`src/rtl/vga_timing_core.sv`:
```
// Parametrised VGA raster timing generator with a programmable pixel-tick divider,
// pixel-source latency compensation and frame-aligned start/stop.
module vga_timing_core #(
   parameter int H_ACTIVE = 640,
   parameter int H_FP     = 16,
   parameter int H_SYNC   = 96,
   parameter int H_BP     = 48,
   parameter int V_ACTIVE = 480,
   parameter int V_FP     = 10,
   parameter int V_SYNC   = 2,
   parameter int V_BP     = 33,
   parameter bit HS_POL   = 1'b0,
   parameter bit VS_POL   = 1'b0,
   parameter int CLK_DIV  = 2,
   parameter int PIX_LAT  = 1,
   parameter int COLOR_W  = 10,
   parameter int CNT_W    = 11
) (
   input  logic               clock,
   input  logic               reset_n,
   input  logic               enable,
   input  logic [COLOR_W-1:0] pix_r,
   input  logic [COLOR_W-1:0] pix_g,
   input  logic [COLOR_W-1:0] pix_b,
   output logic [CNT_W-1:0]   x_addr,
   output logic [CNT_W-1:0]   y_addr,
   output logic               addr_valid,
   output logic               pix_ce,
   output logic               line_start,
   output logic               frame_start,
   output logic               running,
   output logic [COLOR_W-1:0] vga_r_DAC,
   output logic [COLOR_W-1:0] vga_g_DAC,
   output logic [COLOR_W-1:0] vga_b_DAC,
   output logic               vga_hs,
   output logic               vga_vs,
   output logic               vga_blank
);

   // One extra bit so a total of exactly 2^CNT_W still compares correctly.
   localparam logic [CNT_W:0] H_ACT_END = (CNT_W+1)'(H_ACTIVE);
   localparam logic [CNT_W:0] HS_BEG    = (CNT_W+1)'(H_ACTIVE + H_FP);
   localparam logic [CNT_W:0] HS_END    = (CNT_W+1)'(H_ACTIVE + H_FP + H_SYNC);
   localparam logic [CNT_W:0] H_LAST    = (CNT_W+1)'(H_ACTIVE + H_FP + H_SYNC + H_BP - 1);
   localparam logic [CNT_W:0] V_ACT_END = (CNT_W+1)'(V_ACTIVE);
   localparam logic [CNT_W:0] VS_BEG    = (CNT_W+1)'(V_ACTIVE + V_FP);
   localparam logic [CNT_W:0] VS_END    = (CNT_W+1)'(V_ACTIVE + V_FP + V_SYNC);
   localparam logic [CNT_W:0] V_LAST    = (CNT_W+1)'(V_ACTIVE + V_FP + V_SYNC + V_BP - 1);
   localparam int             DIV_W     = (CLK_DIV > 1) ? $clog2(CLK_DIV) : 1;
   localparam logic [DIV_W-1:0] DIV_LAST = DIV_W'(CLK_DIV - 1);

   typedef enum logic [1:0] {IDLE, RUN, DRAIN} state_t;

   state_t           state;
   logic [DIV_W-1:0] div;
   logic [CNT_W-1:0] h_cnt;
   logic [CNT_W-1:0] v_cnt;
   logic [CNT_W:0]   h_ext;
   logic [CNT_W:0]   v_ext;
   logic             h_last;
   logic             v_last;
   logic             de;
   logic             hs_act;
   logic             vs_act;
   logic             stop;
   logic             hold;
   logic [2:0]       tap;

   assign h_ext   = {1'b0, h_cnt};
   assign v_ext   = {1'b0, v_cnt};
   assign h_last  = (h_ext == H_LAST);
   assign v_last  = (v_ext == V_LAST);
   assign running = (state != IDLE);
   assign pix_ce  = running && (div == DIV_LAST);

   assign de     = running && (h_ext < H_ACT_END) && (v_ext < V_ACT_END);
   assign hs_act = running && (h_ext >= HS_BEG) && (h_ext < HS_END);
   assign vs_act = running && (v_ext >= VS_BEG) && (v_ext < VS_END);

   assign x_addr      = de ? h_cnt : '0;
   assign y_addr      = de ? v_cnt : '0;
   assign addr_valid  = de;
   assign line_start  = pix_ce && (h_cnt == '0);
   assign frame_start = pix_ce && (h_cnt == '0) && (v_cnt == '0);

   // The final tick of a draining frame clears everything so IDLE begins clean.
   assign stop = (state == DRAIN) && !enable && pix_ce && h_last && v_last;
   assign hold = (state == IDLE) || stop;

   always_ff @(posedge clock) begin
      if (!reset_n) begin
         state <= IDLE;
      end else begin
         case (state)
            IDLE:    if (enable) state <= RUN;
            RUN:     if (!enable) state <= DRAIN;
            DRAIN: begin
               if (enable)    state <= RUN;
               else if (stop) state <= IDLE;
            end
            default: state <= IDLE;
         endcase
      end
   end

   always_ff @(posedge clock) begin
      if (!reset_n || hold) begin
         div   <= '0;
         h_cnt <= '0;
         v_cnt <= '0;
      end else begin
         div <= pix_ce ? '0 : div + 1'b1;
         if (pix_ce) begin
            if (h_last) begin
               h_cnt <= '0;
               v_cnt <= v_last ? '0 : v_cnt + 1'b1;
            end else begin
               h_cnt <= h_cnt + 1'b1;
            end
         end
      end
   end

   // Decode delay line: {de, hs_act, vs_act} follows the pixel source by PIX_LAT ticks.
   if (PIX_LAT == 0) begin : g_no_delay
      assign tap = {de, hs_act, vs_act};
   end else begin : g_delay
      logic [2:0] stage [PIX_LAT];

      always_ff @(posedge clock) begin
         if (!reset_n || hold) begin
            for (int i = 0; i < PIX_LAT; i++) stage[i] <= '0;
         end else if (pix_ce) begin
            stage[0] <= {de, hs_act, vs_act};
            for (int i = 1; i < PIX_LAT; i++) stage[i] <= stage[i-1];
         end
      end

      assign tap = stage[PIX_LAT-1];
   end

   always_ff @(posedge clock) begin
      if (!reset_n || hold) begin
         vga_r_DAC <= '0;
         vga_g_DAC <= '0;
         vga_b_DAC <= '0;
         vga_hs    <= ~HS_POL;
         vga_vs    <= ~VS_POL;
         vga_blank <= 1'b0;
      end else if (pix_ce) begin
         vga_r_DAC <= tap[2] ? pix_r : '0;
         vga_g_DAC <= tap[2] ? pix_g : '0;
         vga_b_DAC <= tap[2] ? pix_b : '0;
         vga_hs    <= tap[1] ? HS_POL : ~HS_POL;
         vga_vs    <= tap[0] ? VS_POL : ~VS_POL;
         vga_blank <= tap[2];
      end
   end

endmodule

```
`config.mk`:
```
export PLATFORM = sky130hd
export DESIGN_NAME = vga_timing_core
export DESIGN_NICKNAME = d
export VERILOG_FILES = /design/src/rtl/vga_timing_core.sv
export SDC_FILE = /design/constraint.sdc
export NUM_CORES = 1
export LEC_CHECK = 0
export BUFFER_PORTS_ARGS = -buffer_cell sky130_fd_sc_hd__buf_4
export CAP_MARGIN = 20
export CORE_ASPECT_RATIO = 0.9
export CORE_MARGIN = 2
export CORE_UTILIZATION = 43
export DETAILED_ROUTE_END_ITERATION = 8
export HOLD_SLACK_MARGIN = 0.06
export PLACE_DENSITY_LB_ADDON = 0.3
export SETUP_SLACK_MARGIN = 0.4
export SYNTH_ARGS = -nofsm -noshare
export SYNTH_HDL_FRONTEND = slang
export SYNTH_SLANG_ARGS = --single-unit
export TNS_END_PERCENT = 1
```
`constraint.sdc`:
```
create_clock -name clock -period 4.4 [get_ports clock]
set_input_delay 0 -clock clock [delete_from_list [all_inputs] [get_ports clock]]
set_output_delay 0 -clock clock [all_outputs]
set_load 0.05 [all_outputs]
```
==> flow_metrics.tcl, run 1 <==
set metrics [dict create \
    synth_most_common_cell "dfxtp_1" \
    grt_pass1_wl_mm 11.4 \
    cp_cell_sequence "ha_1 -> nand3_1 -> or4_4 -> o31ai_4 -> buf_4 -> nor2_1" \
    ys_seq_elements 61 \
    p_int_uw 868 \
    netlist_instances 313 \
    drv_cap 0 \
    root_buffer "clkbuf_8" \
    numPortBuffers 89 \
    drt-wirelength-per-cell_um 14.2 \
    pin_count 93 \
    antenna_found_initial 0 \
    clkSinkCount 61 \
    grt_max_degree 34 \
    synth_edf_count 3 \
    totalWireLength_mm 7.20 \
    cp-start-kind "register" \
    crit_type "register to register" \
    grt_use_met2_pct 32.8 \
    crit_arrival_ns 2.84 \
    ys_warn_count 0 \
    sequentialPowerShare_pct 48.8 \
    dieHeight_um 79.1 \
    utilization_pct 64.4 \
    clock_power_share_pct 43.1 \
    drc 0 \
    syn2layout_area_growth_pct 45.2 \
    period_share_pct 59.4 \
    via_count 2682 \
    async_reset_ff_share_pct 0 \
    diodes 0 \
    tightest_slew_ns 1.01 \
    path_max_fanout 23 \
    place_hpwl_mm 4.63 \
    core_area_um2 6080 \
    drt-initial-drc-count 135 \
    netlist_top_cells_count "dfxtp_1, nor2_1, a22oi_1" \
    cts.htree.levels 3 \
    avgSynthCellArea_um2 8.61 \
    track_usage_pct 21.0 \
    drv_slew 0 \
    layout-drive-gt1-share_pct 25.7 \
    yosysTopAreaCell "dfxtp_1" \
    ys_top_cells_by_area "dfxtp_1, a22oi_1, nor2_1" \
    leakagePower_uw 0.00152 \
    switchingPower_uw 286 \
    vias_per_cell 5.28 \
    dpl-instance-area_um2 3380 \
    ys_seq_area_share_pct 46.4 \
    ctsResizeCount 0 \
    synth.distinct_cells 41 \
    synth_area_um2 2700 \
    numCtsBuffers 9 \
    grt.busiest_layer "met2" \
    clkLatencyLatePin_ns 0.34 \
    tns_ns 0 \
    design_area_um2 3910 \
    cp-end-kind "register" \
    cts_max_path_buffers 2 \
    p_total_uw 1150 \
    die-area_um2 6920 \
    rsz0062_at_grt "no" \
    slowest_delay_ns 0.69 \
    num_rows 27 \
    switching_share_pct 24.8 \
    fillers 507 \
    setup_viol 0 \
    ant_nets 0 \
    max_freq_mhz 383 \
    ff2ff_setup_slack_ns 1.79 \
    finalNetCount 468 \
    drt-pass1-iter-count 5 \
    hp-class "input port to register" \
    synth_flop_cell "dfxtp_1" \
    peakVddDrop_uv 177 \
    crit_required_ns 4.63 \
    netlist.area_leader.share_pct 43.1 \
    combPwrFrac_pct 8.2 \
    gp_congestion 0.797 \
    grt_pass1_vias 2491 \
    status "finished, final reports clean" \
    powerDensity_nw_per_um2 295 \
    globalRouteMet3Util_pct 5.82 \
    clock_skew_ns 0.0104 \
    slowest_stage "or4_4" \
    die-width_um 87.5 \
    use_met1_pct 27.0 \
    cts_tree "built" \
    initial_core_util_pct 44.3 \
    hold_viol 0 \
    slew_headroom_pct 32.8 \
    grt_remaining_overflow 0 \
    clkSlewWorstSetupHoldPaths_ns 0.07 \
    fin_crit_ns 2.61 \
]
## power groups by stage
stage / clock, uW / sequential (uW) / combinational, uW
final: 497 / 563 / 94.5
after global routing: 535 / 563 / 101
after CTS: 508 / 562 / 93.3
after global placement: 0 / 575 / 68.8
after floorplan: 0 / 574 / 39.2
after detailed placement: 0 / 575 / 69.3
## worst paths after layout
kind             start           end  cells after the start
max           h_cnt[0]  vga_b_DAC[1]                      6
min           pix_b[8]  vga_b_DAC[8]                      4
max reg2reg   h_cnt[0]  vga_b_DAC[1]                      6
min reg2reg  vga_blank     vga_blank                      2
## flip-flops by register name (all words and copies together) (netlist names)
signal	flops
vga_vs	1
vga_blank	1
v_cnt	11
vga_hs	1
state	2
vga_b_DAC	10
g_delay.stage	3
h_cnt	11
vga_r_DAC	10
vga_g_DAC	10
div	1
## critical path, delay by kind of cell (launching register included)
family | cells | cell delay [ns]
flops | 1 | 0.42
simple gates | 3 | 1.00
compound gates | 1 | 0.53
fa+ha+maj | 1 | 0.20
buf+inv | 1 | 0.34
## metrics by stage
step / worst slack [ns] / hold slack [ns] / instances
2_1_floorplan: 1.90 / 0.116 / 315
3_3_place_gp: 1.87 / 0.238 / 459
3_5_place_dp: 1.81 / 0.243 / 459
4_1_cts: 1.79 / 0.427 / 508
5_1_grt: 1.54 / 0.442 / 508
6_report: 1.79 / 0.442 / 508
## kinds of logic (layout without fill, tap and decap cells)
| group | Yosys count | count (layout) | share of synthesized area [%] |
|---|---|---|---|
| DFF | 61 | 61 | 46.4 |
| xor gates and xnor gates | 8 | 8 | 2.60 |
| adders and majority gates | 4 | 4 | 1.86 |
| buffers and inverters | 30 | 151 | 4.92 |
| AOI/OAI and AO/OA | 67 | 67 | 16.7 |
| and+or+nand+nor | 142 | 142 | 27.3 |
| other | 1 | 3 | 0.139 |
## cells in the final DEF, fill, tap and decap left out, types with 10 or more instances in the layout
| cell type | synthesis | routed |
|---|---|---|
| a22oi_1 | 30 | 30 |
| a21oi_1 | 17 | 17 |
| nand2_1 | 18 | 18 |
| or3_1 | 10 | 10 |
| dlygate4sd3_1 | 0 | 33 |
| dfxtp_1 | 58 | 58 |
| and2_1 | 20 | 20 |
| buf_4 | 4 | 91 |
| o21ai_0 | 11 | 11 |
| nor2_1 | 44 | 44 |
| inv_1 | 11 | 11 |
## metal layers
layer	wire, um	vias up
met5	0	-
met1	3370	1234
li1	-	1341
met3	434	7
met2	3320	100
met4	78	0
## final cells by class
cell class / count / area (um^2) / share of cell area, %
Multi-Input combinational cell: 224 / 1320 / 33.7
Sequential cell: 61 / 1250 / 32.0
Timing Repair Buffer: 124 / 1010 / 25.9
Clock buffer: 9 / 124 / 3.16
Tap cell: 72 / 90.1 / 2.30
Clock inverter: 7 / 75.1 / 1.92
Inverter: 11 / 41.3 / 1.05
## repair_timing
| item | 4_1_cts | 5_1_grt |
|---|---|---|
| setup buffers | 0 | 0 |
| hold buffers | 33 | 0 |
| endpoints found under the setup margin | 0 | 0 |
| hold endpoints to repair | 32 | 0 |
No activity file was read; power rests on OpenSTA's default activity.
==> run 2, diff against run 1 <==
==> constraint.sdc (replaced) <==
create_clock -name clock -period 2.55 [get_ports clock]
set_input_delay 0 -clock clock [delete_from_list [all_inputs] [get_ports clock]]
set_output_delay 0 -clock clock [all_outputs]
set_load 0.05 [all_outputs]
==> flow_metrics.tcl, run 2 (synthesis results as in run 1) <==
set metrics [dict create \
    grt_pass1_vias 2482 \
    initial_core_util_pct 44.3 \
    syn2layout_area_growth_pct 48.9 \
    hold_viol 0 \
    ff2ff_path_depth 4 \
    totalWireLength_mm 7.36 \
    tightest_slew_ns 0.584 \
    numPortBuffers 89 \
    diodes 0 \
    dp_cells 464 \
    drv_cap 0 \
    via_count 2719 \
    tns_ns 0 \
    crit_required_ns 2.82 \
    core_area_um2 6080 \
    finalNetCount 476 \
    layout-drive-gt1-share_pct 27.7 \
    path_max_fanout 7 \
    utilization_pct 66.0 \
    final_cell_mix "buf_4, dfxtp_1, nor2_1, dlygate4sd3_1, a22oi_1" \
    clock_skew_ns 0.00839 \
    track_usage_pct 21.3 \
    slowest_delay_ns 0.57 \
    cts_max_path_buffers 2 \
    die-width_um 87.5 \
    min_to "vga_r_DAC[3]" \
    fin_crit_ns 2.10 \
    hp-class "input port to register" \
    crit_arrival_ns 2.37 \
    gp_congestion 0.881 \
    drt-initial-drc-count 98 \
    rr_startpoint "h_cnt[5]" \
    fillers 499 \
    crit_type "register to register" \
    grt_max_degree 35 \
    clkLatencyLatePin_ns 0.34 \
    num_rows 27 \
    final_cell_count_no_fill 516 \
    hold_ws_ns 0.440 \
    register_area_um2 1250 \
    leakagePower_uw 0.00157 \
    slew_headroom_pct 61.1 \
    die-area_um2 6920 \
    p_total_uw 2000 \
    hold_start "pix_r[3]" \
    status "finished, final reports clean" \
    cts.htree.levels 3 \
    slowest_stage "or4_4" \
    top_regs "h_cnt x11, v_cnt x11" \
    antenna_found_initial 0 \
    setup_viol 0 \
    cp_cell_sequence "or3_4 -> or4_4 -> or4_1 -> a21oi_1" \
    max_freq_mhz 476 \
    ff2ff_setup_slack_ns 0.45 \
    pin_count 93 \
    drc 0 \
    ant_nets 0 \
    cp-end-kind "register" \
    layout_commonest_cell "buf_4" \
    place_hpwl_mm 4.49 \
    clkSinkCount 61 \
    grt_remaining_overflow 0 \
    drt-pass1-iter-count 4 \
    drv_slew 0 \
    rsz0062_at_grt "yes" \
    dieHeight_um 79.1 \
    cp-start-kind "register" \
    clkSlewWorstSetupHoldPaths_ns 0.07 \
    cts_tree "built" \
    worstHoldPathCells 4 \
    vias_per_cell 5.27 \
    powerDensity_nw_per_um2 497 \
    peakVddDrop_uv 335 \
    period_share_pct 82.4 \
    grt_pass1_wl_mm 11.6 \
    root_buffer "clkbuf_8" \
    multi_input_area_um2 1340 \
    numCtsBuffers 9 \
    drt-wirelength-per-cell_um 14.3 \
    r2r_end "v_cnt[5]" \
]
## run 2: cell count changes in the layout (fill, tap and decap cells not counted), sizes merged
cell      before  now
clkinvlp       1    0
or4            3    4
clkinv         4    3
clkbuf         9   11
buf           91   98
## run 2: how the worst max path moves through the flow
stage	startpoint	to	slack (ns)	cells past startpoint
2_1_floorplan	state[0]	y_addr[0]	0.51	4
3_3_place_gp	h_cnt[5]	v_cnt[8]	0.39	4
3_5_place_dp	h_cnt[5]	v_cnt[5]	0.38	4
4_1_cts	h_cnt[0]	v_cnt[5]	0.41	5
5_1_grt	h_cnt[0]	v_cnt[5]	0.37	5
6_report	h_cnt[5]	v_cnt[5]	0.45	4
## run 2: stage by stage
stage,cell area [um^2],setup WS (ns)
after floorplan,2710,0.511
after global placement,3440,0.386
after detailed placement,3440,0.376
after CTS,4010,0.409
after global routing,4010,0.366
final,4010,0.449
## run 2: worst max-delay path: cells and delay by family, from the launching register on
kind,cells,cell delay [ns]
flops,1,0.37
compound gates,1,0.14
simple gates,3,1.53
## run 2: layout make-up
type                            count  area share (%)
Clock buffer                       11            3.52
Clock inverter                      5            1.47
Inverter                           11            1.03
Multi-Input combinational cell    225            33.3
Sequential cell                    61            31.2
Tap cell                           72            2.24
Timing Repair Buffer              131            27.2
## run 2: routing by layer
layer	track usage, %	share of wire [%]	vias to the layer above
li1	-	-	1359
met1	26.4	44	1267
met2	34.1	48	87
met3	8.32	6.8	6
met4	6.46	0.77	0
met5	0	0	-
## run 2: what timing repair did
item,CTS,global route
endpoints found under the hold margin,37,0
resized for setup,0,3
pin swaps,1,0
setup endpoints to repair,2,50
buffers inserted,2,0
gates cloned,1,0
hold buffers,33,0
## run 2: where the power goes
group / switching [uW] / internal [uW]
logic: 88.4 / 84.8
registers: 3.13 / 965
clock network: 375 / 480
total: 466 / 1530
==> run 3, diff against run 2 <==
==> constraint.sdc (replaced) <==
create_clock -name clock -period 2 [get_ports clock]
set_input_delay 0 -clock clock [delete_from_list [all_inputs] [get_ports clock]]
set_output_delay 0 -clock clock [all_outputs]
set_load 0.05 [all_outputs]
==> flow_metrics.tcl, run 3 (synthesis results as in run 1) <==
set metrics [dict create \
    hold_ws_ns 0.448 \
    slowest_stage "or4_4" \
    core_area_um2 6080 \
    clkSinkCount 61 \
    track_usage_pct 22.8 \
    combPwrFrac_pct 8.6 \
    use_met1_pct 28.5 \
    layout-drive-gt1-share_pct 38.3 \
    hp-class "input port to register" \
    dieHeight_um 79.1 \
    drt-wirelength-per-cell_um 15.3 \
    clock_skew_ns 0.00876 \
    fin_crit_ns 1.97 \
    p_int_uw 2140 \
    dpl-instance-area_um2 3600 \
    vias_per_cell 5.34 \
    drv_slew 0 \
    ff2ff_path_depth 5 \
    grt_max_degree 35 \
    path_max_fanout 15 \
    die-area_um2 6920 \
    crit_arrival_ns 2.22 \
    clock_power_share_pct 46.2 \
    finalNetCount 490 \
    crit_required_ns 2.25 \
    drc 0 \
    gp_congestion 0.846 \
    powerDensity_nw_per_um2 611 \
    grt_pass1_vias 2583 \
    root_buffer "clkbuf_8" \
    hold_viol 0 \
    place_hpwl_mm 5.06 \
    drv_cap 0 \
    grt_remaining_overflow 0 \
    via_count 2827 \
    ff2ff_setup_slack_ns 0.03 \
    max_freq_mhz 507 \
    drt-pass1-iter-count 4 \
    pin_count 93 \
    clkSlewWorstSetupHoldPaths_ns 0.07 \
    totalWireLength_mm 8.07 \
    switching_share_pct 21.4 \
    final_cell_mix "buf_4, dfxtp_1, nor2_1, dlygate4sd3_1, a22oi_1" \
    globalRouteMet3Util_pct 3.74 \
    top_regs "h_cnt x11, v_cnt x11" \
    numCtsBuffers 9 \
    syn2layout_area_growth_pct 65.3 \
    grt_pass1_wl_mm 12.3 \
    die-width_um 87.5 \
    fin_ws_ns 0.0265 \
    sequentialPowerShare_pct 45.3 \
    layout_commonest_cell "buf_4" \
    diodes 0 \
    cts_max_path_buffers 2 \
    cts.htree.levels 3 \
    numPortBuffers 89 \
    clkLatencyLatePin_ns 0.33 \
    rsz0062_at_grt "yes" \
    status "finished, final reports clean" \
    cp-start-kind "register" \
    initial_core_util_pct 44.3 \
    leakagePower_uw 0.00172 \
    tns_ns 0 \
    num_rows 27 \
    switchingPower_uw 583 \
    grt_use_met2_pct 38.9 \
    setup_viol 0 \
    dp_slack_ns 0.0558 \
    grt.busiest_layer "met2" \
    worstHoldPathCells 4 \
    antenna_found_initial 0 \
    cts_tree "built" \
    design_area_um2 4450 \
    crit_type "register to register" \
    slowest_delay_ns 0.54 \
    peakVddDrop_uv 322 \
    drt-initial-drc-count 182 \
    cp_cell_sequence "or3_4 -> or4_4 -> buf_6 -> or3_1 -> a21oi_1" \
    ant_nets 0 \
    period_share_pct 98.7 \
    cp-end-kind "register" \
]
## run 3: per-layer routing
| layer | up-vias | share of wire, % |
|---|---|---|
| met5 | - | 0 |
| met4 | 0 | 2.0 |
| met3 | 15 | 5.0 |
| met2 | 84 | 51 |
| met1 | 1344 | 42 |
| li1 | 1384 | - |
## run 3: critical path: cells and delay by family (launching register included)
family / cells / cell delay [ns]
buf+inv: 1 / 0.18
flops: 1 / 0.32
compound gates: 1 / 0.15
simple gates: 3 / 1.23
## run 3: layout make-up
type	instances	area [um^2]
Tap cell	72	90.1
Inverter	11	41.3
Clock inverter	3	67.6
Sequential cell	61	1270
Fill cell	449	1630
Clock buffer	12	165
Multi-Input combinational cell	224	1480
Timing Repair Buffer	146	1350
## run 3: worst paths after layout
kind / startpoint / end
max reg2reg: h_cnt[5] / v_cnt[7]
max: h_cnt[5] / v_cnt[7]
min: pix_g[3] / vga_g_DAC[3]
min reg2reg: vga_hs / vga_hs
## run 3: power by group through the flow
stage | Clock [uW] | Sequential (uW) | Combinational (uW)
floorplan | 0 | 1260 | 87.8
global placement | 0 | 1260 | 164
detailed placement | 0 | 1260 | 165
CTS | 1270 | 1230 | 221
global route | 1340 | 1230 | 247
finish | 1260 | 1230 | 233
## run 3: per-stage QoR
stage	util, %	instances	power, uW
5_1_grt	73.3	529	2820
4_1_cts	68.9	529	2730
2_1_floorplan	-	315	1350
3_5_place_dp	59.2	479	1430
6_report	73.3	529	2720
3_3_place_gp	59.2	479	1430
## run 3: what timing repair did
item / 4_1_cts / 5_1_grt
resized for setup: 4 / 80
pin swaps: 3 / 22
hold endpoints to repair: 32 / 0
hold buffers: 33 / 0
setup endpoints to repair: 76 / 81
buffers inserted: 2 / 0
